$ cat src/rtl/prog_mon_pkg.sv
// Shared types and default sizes for the counter-bus monitor.
package prog_mon_pkg;

  typedef enum logic [1:0] {
    IDLE,
    ACQUIRE,
    TRACK
  } mon_state_t;

  localparam int DEF_WIDTH      = 8;
  localparam int DEF_FIFO_DEPTH = 4;
  localparam int DEF_ERR_W      = 8;

endpackage

$ cat src/rtl/prog_mon_fifo.sv
// Show-ahead sample FIFO with a registered head; the head holds its last value when empty.
// A push into a full FIFO is accepted only if a pop happens in the same cycle.
module prog_mon_fifo #(
  parameter int WIDTH = 8,
  parameter int DEPTH = 4
) (
  input  logic             clk,
  input  logic             reset,
  input  logic             push,
  input  logic [WIDTH-1:0] push_data,
  input  logic             pop_ready,
  output logic             full,
  output logic             out_valid,
  output logic [WIDTH-1:0] out_data
);

  localparam int AW = $clog2(DEPTH);

  logic [WIDTH-1:0] mem [DEPTH];
  logic [AW-1:0]    wr_ptr;
  logic [AW-1:0]    rd_ptr;
  logic [AW-1:0]    rd_next;
  logic [AW:0]      count;
  logic             pop;
  logic             push_ok;
  logic [WIDTH-1:0] head_nxt;

  assign full      = (count == (AW+1)'(DEPTH));
  assign out_valid = (count != '0);
  assign pop       = pop_ready && out_valid;
  assign push_ok   = push && (!full || pop);
  assign rd_next   = rd_ptr + 1'b1;

  // The head register follows the entry that will be at the front after this cycle.
  always_comb begin
    head_nxt = out_data;
    if (pop && (count > (AW+1)'(1))) begin
      head_nxt = mem[rd_next];
    end else if (push_ok && ((count == '0) || pop)) begin
      head_nxt = push_data;
    end
  end

  always_ff @(posedge clk) begin
    if (push_ok) begin
      mem[wr_ptr] <= push_data;
    end
  end

  always_ff @(posedge clk or posedge reset) begin
    if (reset) begin
      wr_ptr   <= '0;
      rd_ptr   <= '0;
      count    <= '0;
      out_data <= '0;
    end else begin
      out_data <= head_nxt;
      if (push_ok) begin
        wr_ptr <= wr_ptr + 1'b1;
      end
      if (pop) begin
        rd_ptr <= rd_next;
      end
      unique case ({push_ok, pop})
        2'b10:   count <= count + 1'b1;
        2'b01:   count <= count - 1'b1;
        default: count <= count;
      endcase
    end
  end

endmodule

$ cat src/rtl/prog_count_monitor.sv
// Checks that the count seen on the shared bus increments by one, excusing the step after a load.
// Sample FIFO and overflow flag exist only when PROG_MON_FIFO_EN is defined.
module prog_count_monitor
  import prog_mon_pkg::*;
#(
  parameter int WIDTH      = DEF_WIDTH,
  parameter int FIFO_DEPTH = DEF_FIFO_DEPTH,
  parameter int ERR_W      = DEF_ERR_W
) (
  input  logic             clk,
  input  logic             reset,
  input  logic             bus_oe,
  input  logic [WIDTH-1:0] bus_data,
  input  logic             load_seen,
  input  logic             clr_err,
  output logic             locked,
  output logic             err_flag,
  output logic [ERR_W-1:0] err_count,
  output logic             ovf_flag,
  output logic             smp_valid,
  output logic [WIDTH-1:0] smp_data,
  input  logic             smp_ready
);

  mon_state_t       state;
  mon_state_t       state_nxt;
  logic [WIDTH-1:0] exp_val;
  logic [WIDTH-1:0] exp_nxt;
  logic             mismatch;
  logic             capture;

  always_comb begin
    state_nxt = state;
    exp_nxt   = exp_val;
    mismatch  = 1'b0;
    capture   = 1'b0;
    if (!bus_oe) begin
      state_nxt = IDLE;
    end else begin
      unique case (state)
        IDLE: begin
          state_nxt = ACQUIRE;
        end
        ACQUIRE: begin
          capture   = 1'b1;
          exp_nxt   = bus_data + WIDTH'(1);
          state_nxt = TRACK;
        end
        TRACK: begin
          capture = 1'b1;
          if (bus_data == exp_val) begin
            exp_nxt = exp_val + WIDTH'(1);
          end else begin
            mismatch = 1'b1;
            exp_nxt  = bus_data + WIDTH'(1);
          end
        end
        default: begin
          state_nxt = IDLE;
        end
      endcase
      // The bus carries the loaded value next cycle, so that sample must re-acquire.
      if (load_seen) begin
        state_nxt = ACQUIRE;
      end
    end
  end

  always_ff @(posedge clk or posedge reset) begin
    if (reset) begin
      state     <= IDLE;
      exp_val   <= '0;
      locked    <= 1'b0;
      err_flag  <= 1'b0;
      err_count <= '0;
    end else begin
      state   <= state_nxt;
      exp_val <= exp_nxt;
      locked  <= (state_nxt == TRACK);
      if (mismatch) begin
        err_flag <= 1'b1;
        if (clr_err) begin
          err_count <= ERR_W'(1);
        end else if (!(&err_count)) begin
          err_count <= err_count + ERR_W'(1);
        end
      end else if (clr_err) begin
        err_flag  <= 1'b0;
        err_count <= '0;
      end
    end
  end

`ifdef PROG_MON_FIFO_EN
  logic fifo_full;
  logic drop;

  prog_mon_fifo #(
    .WIDTH (WIDTH),
    .DEPTH (FIFO_DEPTH)
  ) u_fifo (
    .clk       (clk),
    .reset     (reset),
    .push      (capture),
    .push_data (bus_data),
    .pop_ready (smp_ready),
    .full      (fifo_full),
    .out_valid (smp_valid),
    .out_data  (smp_data)
  );

  // A full FIFO is never empty, so a ready consumer always frees a slot this cycle.
  assign drop = capture && fifo_full && !smp_ready;

  always_ff @(posedge clk or posedge reset) begin
    if (reset) begin
      ovf_flag <= 1'b0;
    end else if (drop) begin
      ovf_flag <= 1'b1;
    end else if (clr_err) begin
      ovf_flag <= 1'b0;
    end
  end
`else
  localparam int unused_fifo_depth = FIFO_DEPTH;
  logic unused_sig;

  assign unused_sig = ^{smp_ready, capture};
  assign smp_valid  = 1'b0;
  assign smp_data   = '0;
  assign ovf_flag   = 1'b0;
`endif

endmodule

$ cat config.mk
export PLATFORM = sky130hd
export DESIGN_NAME = prog_count_monitor
export DESIGN_NICKNAME = d
export VERILOG_FILES = /design/src/rtl/prog_mon_pkg.sv /design/src/rtl/prog_mon_fifo.sv /design/src/rtl/prog_count_monitor.sv
export SDC_FILE = /design/constraint.sdc
export NUM_CORES = 1
export LEC_CHECK = 0
export BUFFER_PORTS_ARGS = -buffer_cell sky130_fd_sc_hd__buf_4
export CAP_MARGIN = 20
export CORE_UTILIZATION = 53
export CTS_BUF_LIST = sky130_fd_sc_hd__clkbuf_16
export CTS_CLUSTER_SIZE = 12
export DETAILED_ROUTE_END_ITERATION = 10
export PLACE_DENSITY = 0.88
export SYNTH_ARGS = -nofsm -noshare
export SYNTH_HDL_FRONTEND = slang
export SYNTH_SLANG_ARGS = --single-unit
$ cat constraint.sdc
create_clock -name clk -period 2 [get_ports clk]
set_input_delay 0.4 -clock clk [delete_from_list [all_inputs] [get_ports clk]]
set_output_delay 0.4 -clock clk [all_outputs]
set_load 0.02 [all_outputs]
==> impl_metrics.yaml, run 1 <==
placement:
  detailedPlace.worstSlack_ns: -0.0311
  place.gp.congestion: 0.875
  io_buffers: 22
  post-dp-hpwl_um: 2350
drt:
  wl_um: 3250
  drcViolationCount: 0
  num_vias: 1253
  viasPerCell: 5.97
  wire_per_inst_um: 15.5
  antenna_left: 0
  first_pass_iters: 4
  drt-initial-drc-count: 40
die:
  fp.dieH_um: 53.5
  design.core.area_um2: 2500
  std_cell_rows: 18
  die_area_um2: 2870
  start_util_pct: 56.3
  die_x_um: 53.5
  io_pins: 34
yosys:
  synth_most_common_cell: "dfrtp_1"
  yosysSeqAreaShare_pct: 35.6
  syn_area_um2: 1410
  ys.warnings.count: 0
  synthTopCellsByCount: "20 x dfrtp_1, 14 x nand2_1, 11 x a21oi_1, 11 x buf_4, 11 x nand3_1"
  synth_cell_types: 36
  ys_ff_latch: 20
  synthTopCellsByArea: "dfrtp_1 36%, xor2_1 6.2%, buf_4 5.9%"
  async_flop_share_pct: 100
  yosysTopAreaCell: "dfrtp_1"
  synth_edf_count: 0
  postSynthCellCount: 156
  synth_flop_cell: "dfrtp_1"
  avgSynthCellArea_um2: 9.02
  synth_top_area_share_pct: 35.6
critical_path:
  ff2ff_setup_slack_ns: 0.05
  crit_fanout: 8
  reg2reg_depth: 5
  timing.rr.start: "exp_val[0]$_DFFE_PP0P_"
  crit_type: "flop to flop"
  end_kind: "flop"
  required_ns: 2.20
  start_kind: "flop"
  crit_arrival_ns: 2.15
  r2r-end: "exp_val[5]$_DFFE_PP0P_"
clock_tree:
  clk_pin_slew_ns: 0.06
  root_buffer: "clkbuf_16"
  clk_latency_ns: 0.26
  htree_levels: 1
  hold_buffers: 0
  cts.path.max_buffers: 2
  tritoncts: "done"
  cts_buffers: 3
  cts_sinks: 20
power_and_ir_drop:
  switching_share_pct: 29.1
  p_leak_uw: 0.000766
  clkPwrFrac_pct: 41.1
  combPwrFrac_pct: 22.1
  power_frac_seq_pct: 36.8
  p_int_uw: 973
  worst_ir_drop_vdd_uv: 634
  power_density_nw_per_um2: 808
  power.switching_uw: 399
global_route:
  grt_pass1_vias: 1224
  grt_max_degree: 21
  grt_pass1_wl_um: 5130
  grt.overflow.total: 0
  antenna_found_initial: 0
  grt.total_usage_pct: 25.3
finish:
  nFillCells: 189
  multiInputGateArea_um2: 822
  antennaDiodeCount: 0
  fin_nets: 200
  drive_gt1_share_pct: 25.6
  syn2layout_area_growth_pct: 20.7
  seq_area_um2: 502
timing:
  fmax_mhz: 514
  finalSetupViolCount: 0
  fin_worst_skew_ns: 0.00623
  setup_ws_ns: 0.0534
  min_period_over_period_pct: 97.3
  fin_crit_ns: 1.95
  drv_slew: 0
  hold_slack_ns: 0.284
  relSlewSlack_pct: 48.4
  tightest_slew_ns: 0.772
  hold_viol: 0
  rsz0062_at_grt: "yes"
hold_path:
  min_path_type: "input port to async pin"
job:
  drv_cap: 0
status:
  status: "finished, final reports clean"
-- sequential cells by signal, indices dropped and copies added, names as in the netlist --
signal / count
err_count: 8
locked: 1
err_flag: 1
exp_val: 8
state: 2
-- area by class of cell --
type / count / area share [%]
Clock buffer: 3 / 4.42
Clock inverter: 1 / 1.77
Inverter: 6 / 1.33
Multi-Input combinational cell: 122 / 48.4
Sequential cell: 20 / 29.5
Tap cell: 30 / 2.21
Timing Repair Buffer: 28 / 12.4
-- stage by stage --
step	power (uW)	instance area, um2	utilization (%)	std cells	setup TNS [ns]
after global placement	768	1550	61.8	205	0
after detailed placement	788	1550	61.8	205	-0.0468
after floorplan	726	1440	-	165	0
after global routing	1420	1700	68.0	210	-0.0251
after CTS	1350	1650	66.0	209	0
final	1370	1700	68.0	210	0
-- cells by family (layout without fill, tap and decap cells) --
kind of cell | Yosys count | in the layout | synth area share (%)
AND/OR/NAND/NOR | 56 | 56 | 21.9
AO/OA/AOI/OAI | 32 | 32 | 14.3
buffers and inverters | 23 | 38 | 11.3
flip-flops | 20 | 20 | 35.6
XOR/XNOR | 14 | 14 | 8.71
adder cells (fa/ha/maj) | 5 | 5 | 4.44
multiplexers | 5 | 5 | 3.56
other | 1 | 10 | 0.266
-- routing by layer --
metal  share of wire (%)  track usage, %  vias to the layer above
li1                    -               -                      583
met1                  42            31.2                      614
met2                  51            41.3                       51
met3                 4.6            3.39                        5
met4                 1.9            16.7                        0
met5                   0               0                        -
-- worst max-delay path by stage --
stage	startpoint	endpoint	slack (ns)	depth (start not counted)
after global routing	exp_val[5]$_DFFE_PP0P_	exp_val[5]$_DFFE_PP0P_	-0.02	5
after global placement	bus_data[1]	exp_val[5]$_DFFE_PP0P_	0.07	6
final	exp_val[0]$_DFFE_PP0P_	exp_val[5]$_DFFE_PP0P_	0.05	5
after CTS	exp_val[1]$_DFFE_PP0P_	err_count[7]$_DFFE_PP0P_	0.01	6
after detailed placement	bus_data[1]	exp_val[5]$_DFFE_PP0P_	-0.03	6
after floorplan	err_count[0]$_DFFE_PP0P_	err_count[5]$_DFFE_PP0P_	0.04	7
-- critical path, cell delays in order (launching register included) --
cell	delay [ns]
dfrtp_1	0.43
xor2_1	0.17
nor4_2	0.50
and3_2	0.39
mux2i_1	0.23
o22a_1	0.16
-- power groups by stage --
stage	registers (uW)	logic (uW)	clock network, uW
2_1_floorplan	495	231	0
3_3_place_gp	503	266	0
3_5_place_dp	505	284	0
4_1_cts	498	285	566
5_1_grt	511	334	576
6_report	505	303	564
-- what timing repair did --
action	CTS	global route
pin swaps	1	4
endpoints found under the setup margin	1	6
setup buffers	0	1
resized for setup	0	8
-- cell usage in the layout, fill, tap and decap left out, types with 2 or more instances in the layout --
master     synthesis  layout
o21a_1             2       2
a31oi_1            2       2
o21ai_0            6       6
and3_2             1       2
nand4_1            3       3
a2bb2oi_1          3       3
and3_1             4       3
ha_1               5       5
nand2_1           14      14
xnor2_1            4       4
conb_1             1      10
dfrtp_1           20      19
clkbuf_16          0       3
a21oi_1           11      10
o31ai_1            2       2
mux2i_1            5       5
and2_1             2       2
a22oi_1            2       2
or3_2              2       2
nand3_2            2       2
nor2_1             7       7
inv_1              6       6
nand3_1           11      11
buf_4             11      28
nor3_1             4       4
xor2_1            10       7
xor2_2             0       3
No activity file was read; power rests on OpenSTA's default activity.
==> inputs of run 2 (changes only) <==
- CORE_UTILIZATION: 53 -> 50
- PLACE_DENSITY: 0.88 -> 0.84
- SYNTH_HIERARCHICAL: default -> 1
==> run 2 against run 1 <==
  * Clock skew is essentially flat
  * Via count decreased by 0.96%
  * First-iteration DRC count is 53% lower
  * Register-to-register slack improved by 0.02 ns
  * Largest cell class unchanged
  * Critical path depth stayed put
  * Synthesized area did not move
  * Power decreased by 11%
  * Clock-buffer cell count unchanged
  * Worst setup slack improved by 0.016 ns
==> impl_metrics.yaml, run 2 <==
finish:
  seq_area_um2: 500
  instances_no_fill: 210
  final_cell_area_um2: 1660
  drive_gt1_share_pct: 23.9
  fin_nets: 201
  antennaDiodeCount: 0
  multiInputGateArea_um2: 811
  final_common_cell: "buf_4"
  final_cell_mix: "29 x buf_4, 20 x dfrtp_1, 14 x nand2_1, 11 x nand3_1"
  syn2layout_area_growth_pct: 18.2
  largest_registers: "err_count x8, exp_val x8, state x2"
  nFillCells: 225
timing:
  rsz0062_at_grt: "no"
  final.setup.tns_ns: 0
  fin_crit_ns: 1.93
  hold_viol: 0
  tightest_slew_ns: 0.762
  relSlewSlack_pct: 49.2
  hold_slack_ns: 0.280
  min_period_over_period_pct: 96.5
  drv_slew: 0
  finalSetupViolCount: 0
  fin_worst_skew_ns: 0.00625
  fmax_mhz: 518
yosys:
  synth_flop_cell: "dfrtp_1"
  synth_most_common_cell: "dfrtp_1"
  yosysSeqAreaShare_pct: 35.6
  postSynthCellCount: 156
  yosysTopAreaCell: "dfrtp_1"
  synthTopCellsByArea: "dfrtp_1 36%, xor2_1 6.2%, buf_4 5.9%"
  syn_area_um2: 1410
  async_flop_share_pct: 100
  synth_cell_types: 36
  avgSynthCellArea_um2: 9.02
  ys.warnings.count: 6
  synth_edf_count: 0
  ys_ff_latch: 20
  synthTopCellsByCount: "20 x dfrtp_1, 14 x nand2_1, 11 x a21oi_1, 11 x buf_4, 11 x nand3_1"
  synth_top_area_share_pct: 35.6
critical_path:
  end_kind: "flop"
  crit_type: "flop to flop"
  reg2reg_depth: 5
  timing.rr.start: "exp_val[0]$_DFFE_PP0P_"
  crit_arrival_ns: 2.13
  crit_buf_inv: 0
  r2r-end: "exp_val[5]$_DFFE_PP0P_"
  crit_family: "simple AND/OR/NAND/NOR gates"
  cpMaxStageDelayCell: "nor4_2"
  start_kind: "flop"
  cpPeakStageDelay_ns: 0.47
  crit_fanout: 8
  crit_chain: "xor2_1 > nor4_2 > and3_2 > mux2i_1 > o22a_1"
  ff2ff_setup_slack_ns: 0.07
  required_ns: 2.20
clock_tree:
  cts_sinks: 20
  cts.path.max_buffers: 2
  cts_buffers: 3
  htree_levels: 1
  clk_latency_ns: 0.26
  root_buffer: "clkbuf_16"
  clk_pin_slew_ns: 0.06
  tritoncts: "done"
global_route:
  antenna_found_initial: 0
  grt_pass1_vias: 1161
  grt_pass1_wl_um: 5040
  grt.total_usage_pct: 24.0
  grt_max_degree: 21
  grt.overflow.total: 0
drt:
  antenna_left: 0
  routed.top_layer: "met4"
  first_pass_iters: 4
  num_vias: 1241
  viasPerCell: 5.91
  wl_met2_um: 1670
  drt-initial-drc-count: 19
  drcViolationCount: 0
  wl_um: 3180
  wl_met3_um: 166
  wire_per_inst_um: 15.1
  drt-met1-wl_um: 1310
die:
  die_area_um2: 3030
  die_x_um: 55.1
  start_util_pct: 54.8
  std_cell_rows: 18
  design.core.area_um2: 2570
  io_pins: 34
  fp.dieH_um: 55.1
placement:
  io_buffers: 22
  placed_cells: 206
  place_area_um2: 1550
  post-dp-hpwl_um: 2390
  place.gp.congestion: 0.889
job:
  drv_cap: 0
power_and_ir_drop:
  power_density_nw_per_um2: 733
  finalPower_uw: 1220
  worst_ir_drop_vdd_uv: 798
  p_leak_uw: 0.000753
hold_path:
  min_path_type: "input port to async pin"
status:
  status: "finished, final reports clean"
## run 2: cell counts after synthesis
No cell type changed its count.
## run 2: worst max path at each step
| stage | slack, ns | start | depth (start not counted) | to |
|---|---|---|---|---|
| 5_1_grt | 0.008 | exp_val[0]$_DFFE_PP0P_ | 5 | exp_val[5]$_DFFE_PP0P_ |
| 6_report | 0.07 | exp_val[0]$_DFFE_PP0P_ | 5 | exp_val[5]$_DFFE_PP0P_ |
| 3_5_place_dp | 0.02 | bus_data[1] | 6 | exp_val[3]$_DFFE_PP0P_ |
| 3_3_place_gp | 0.07 | bus_data[1] | 6 | exp_val[5]$_DFFE_PP0P_ |
| 4_1_cts | 0.04 | err_count[0]$_DFFE_PP0P_ | 6 | err_count[5]$_DFFE_PP0P_ |
| 2_1_floorplan | 0.04 | err_count[0]$_DFFE_PP0P_ | 7 | err_count[5]$_DFFE_PP0P_ |
## run 2: final cells by class
cell class              instances  area share (%)
well taps                      30            2.26
inverters                       6            1.35
flip-flops and latches         20            30.1
multi-input cells             122            48.7
repair buffers                 29            13.1
clock buffers                   3            4.51
## run 2: power by group
part / leakage (uW) / internal [uW] / switching (uW)
registers: 0.000255 / 449 / 55.5
logic: 0.000461 / 126 / 176
clock network: 0.0000370 / 264 / 149
total: 0.000753 / 839 / 381
## run 2: cells by family after synthesis
group	Yosys count	synth area share, %
AND/OR/NAND/NOR	56	21.9
multiplexers	5	3.56
adder cells (fa/ha/maj)	5	4.44
other	1	0.266
XOR/XNOR	14	8.71
flip-flops	20	35.6
buffers and inverters	23	11.3
AO/OA/AOI/OAI	32	14.3
## run 2: timing repair
item	in CTS	in global routing
endpoints found under the setup margin	0	8
endpoints found under the hold margin	0	0
gates resized for setup	0	5
hold buffers	0	0
buffers inserted	0	1
## run 2: per-stage QoR
stage	util [%]	setup slack (ns)
floorplan	-	0.0391
global placement	60.5	0.0729
detailed placement	60.5	0.0241
CTS	63.4	0.0427
global route	64.8	0.00788
finish	64.8	0.0697
## run 2: per-layer routing
metal	track usage [%]	vias up
met1	29.0	608
met3	6.28	3
li1	-	586
met5	0	-
met4	8.33	0
met2	41.0	44
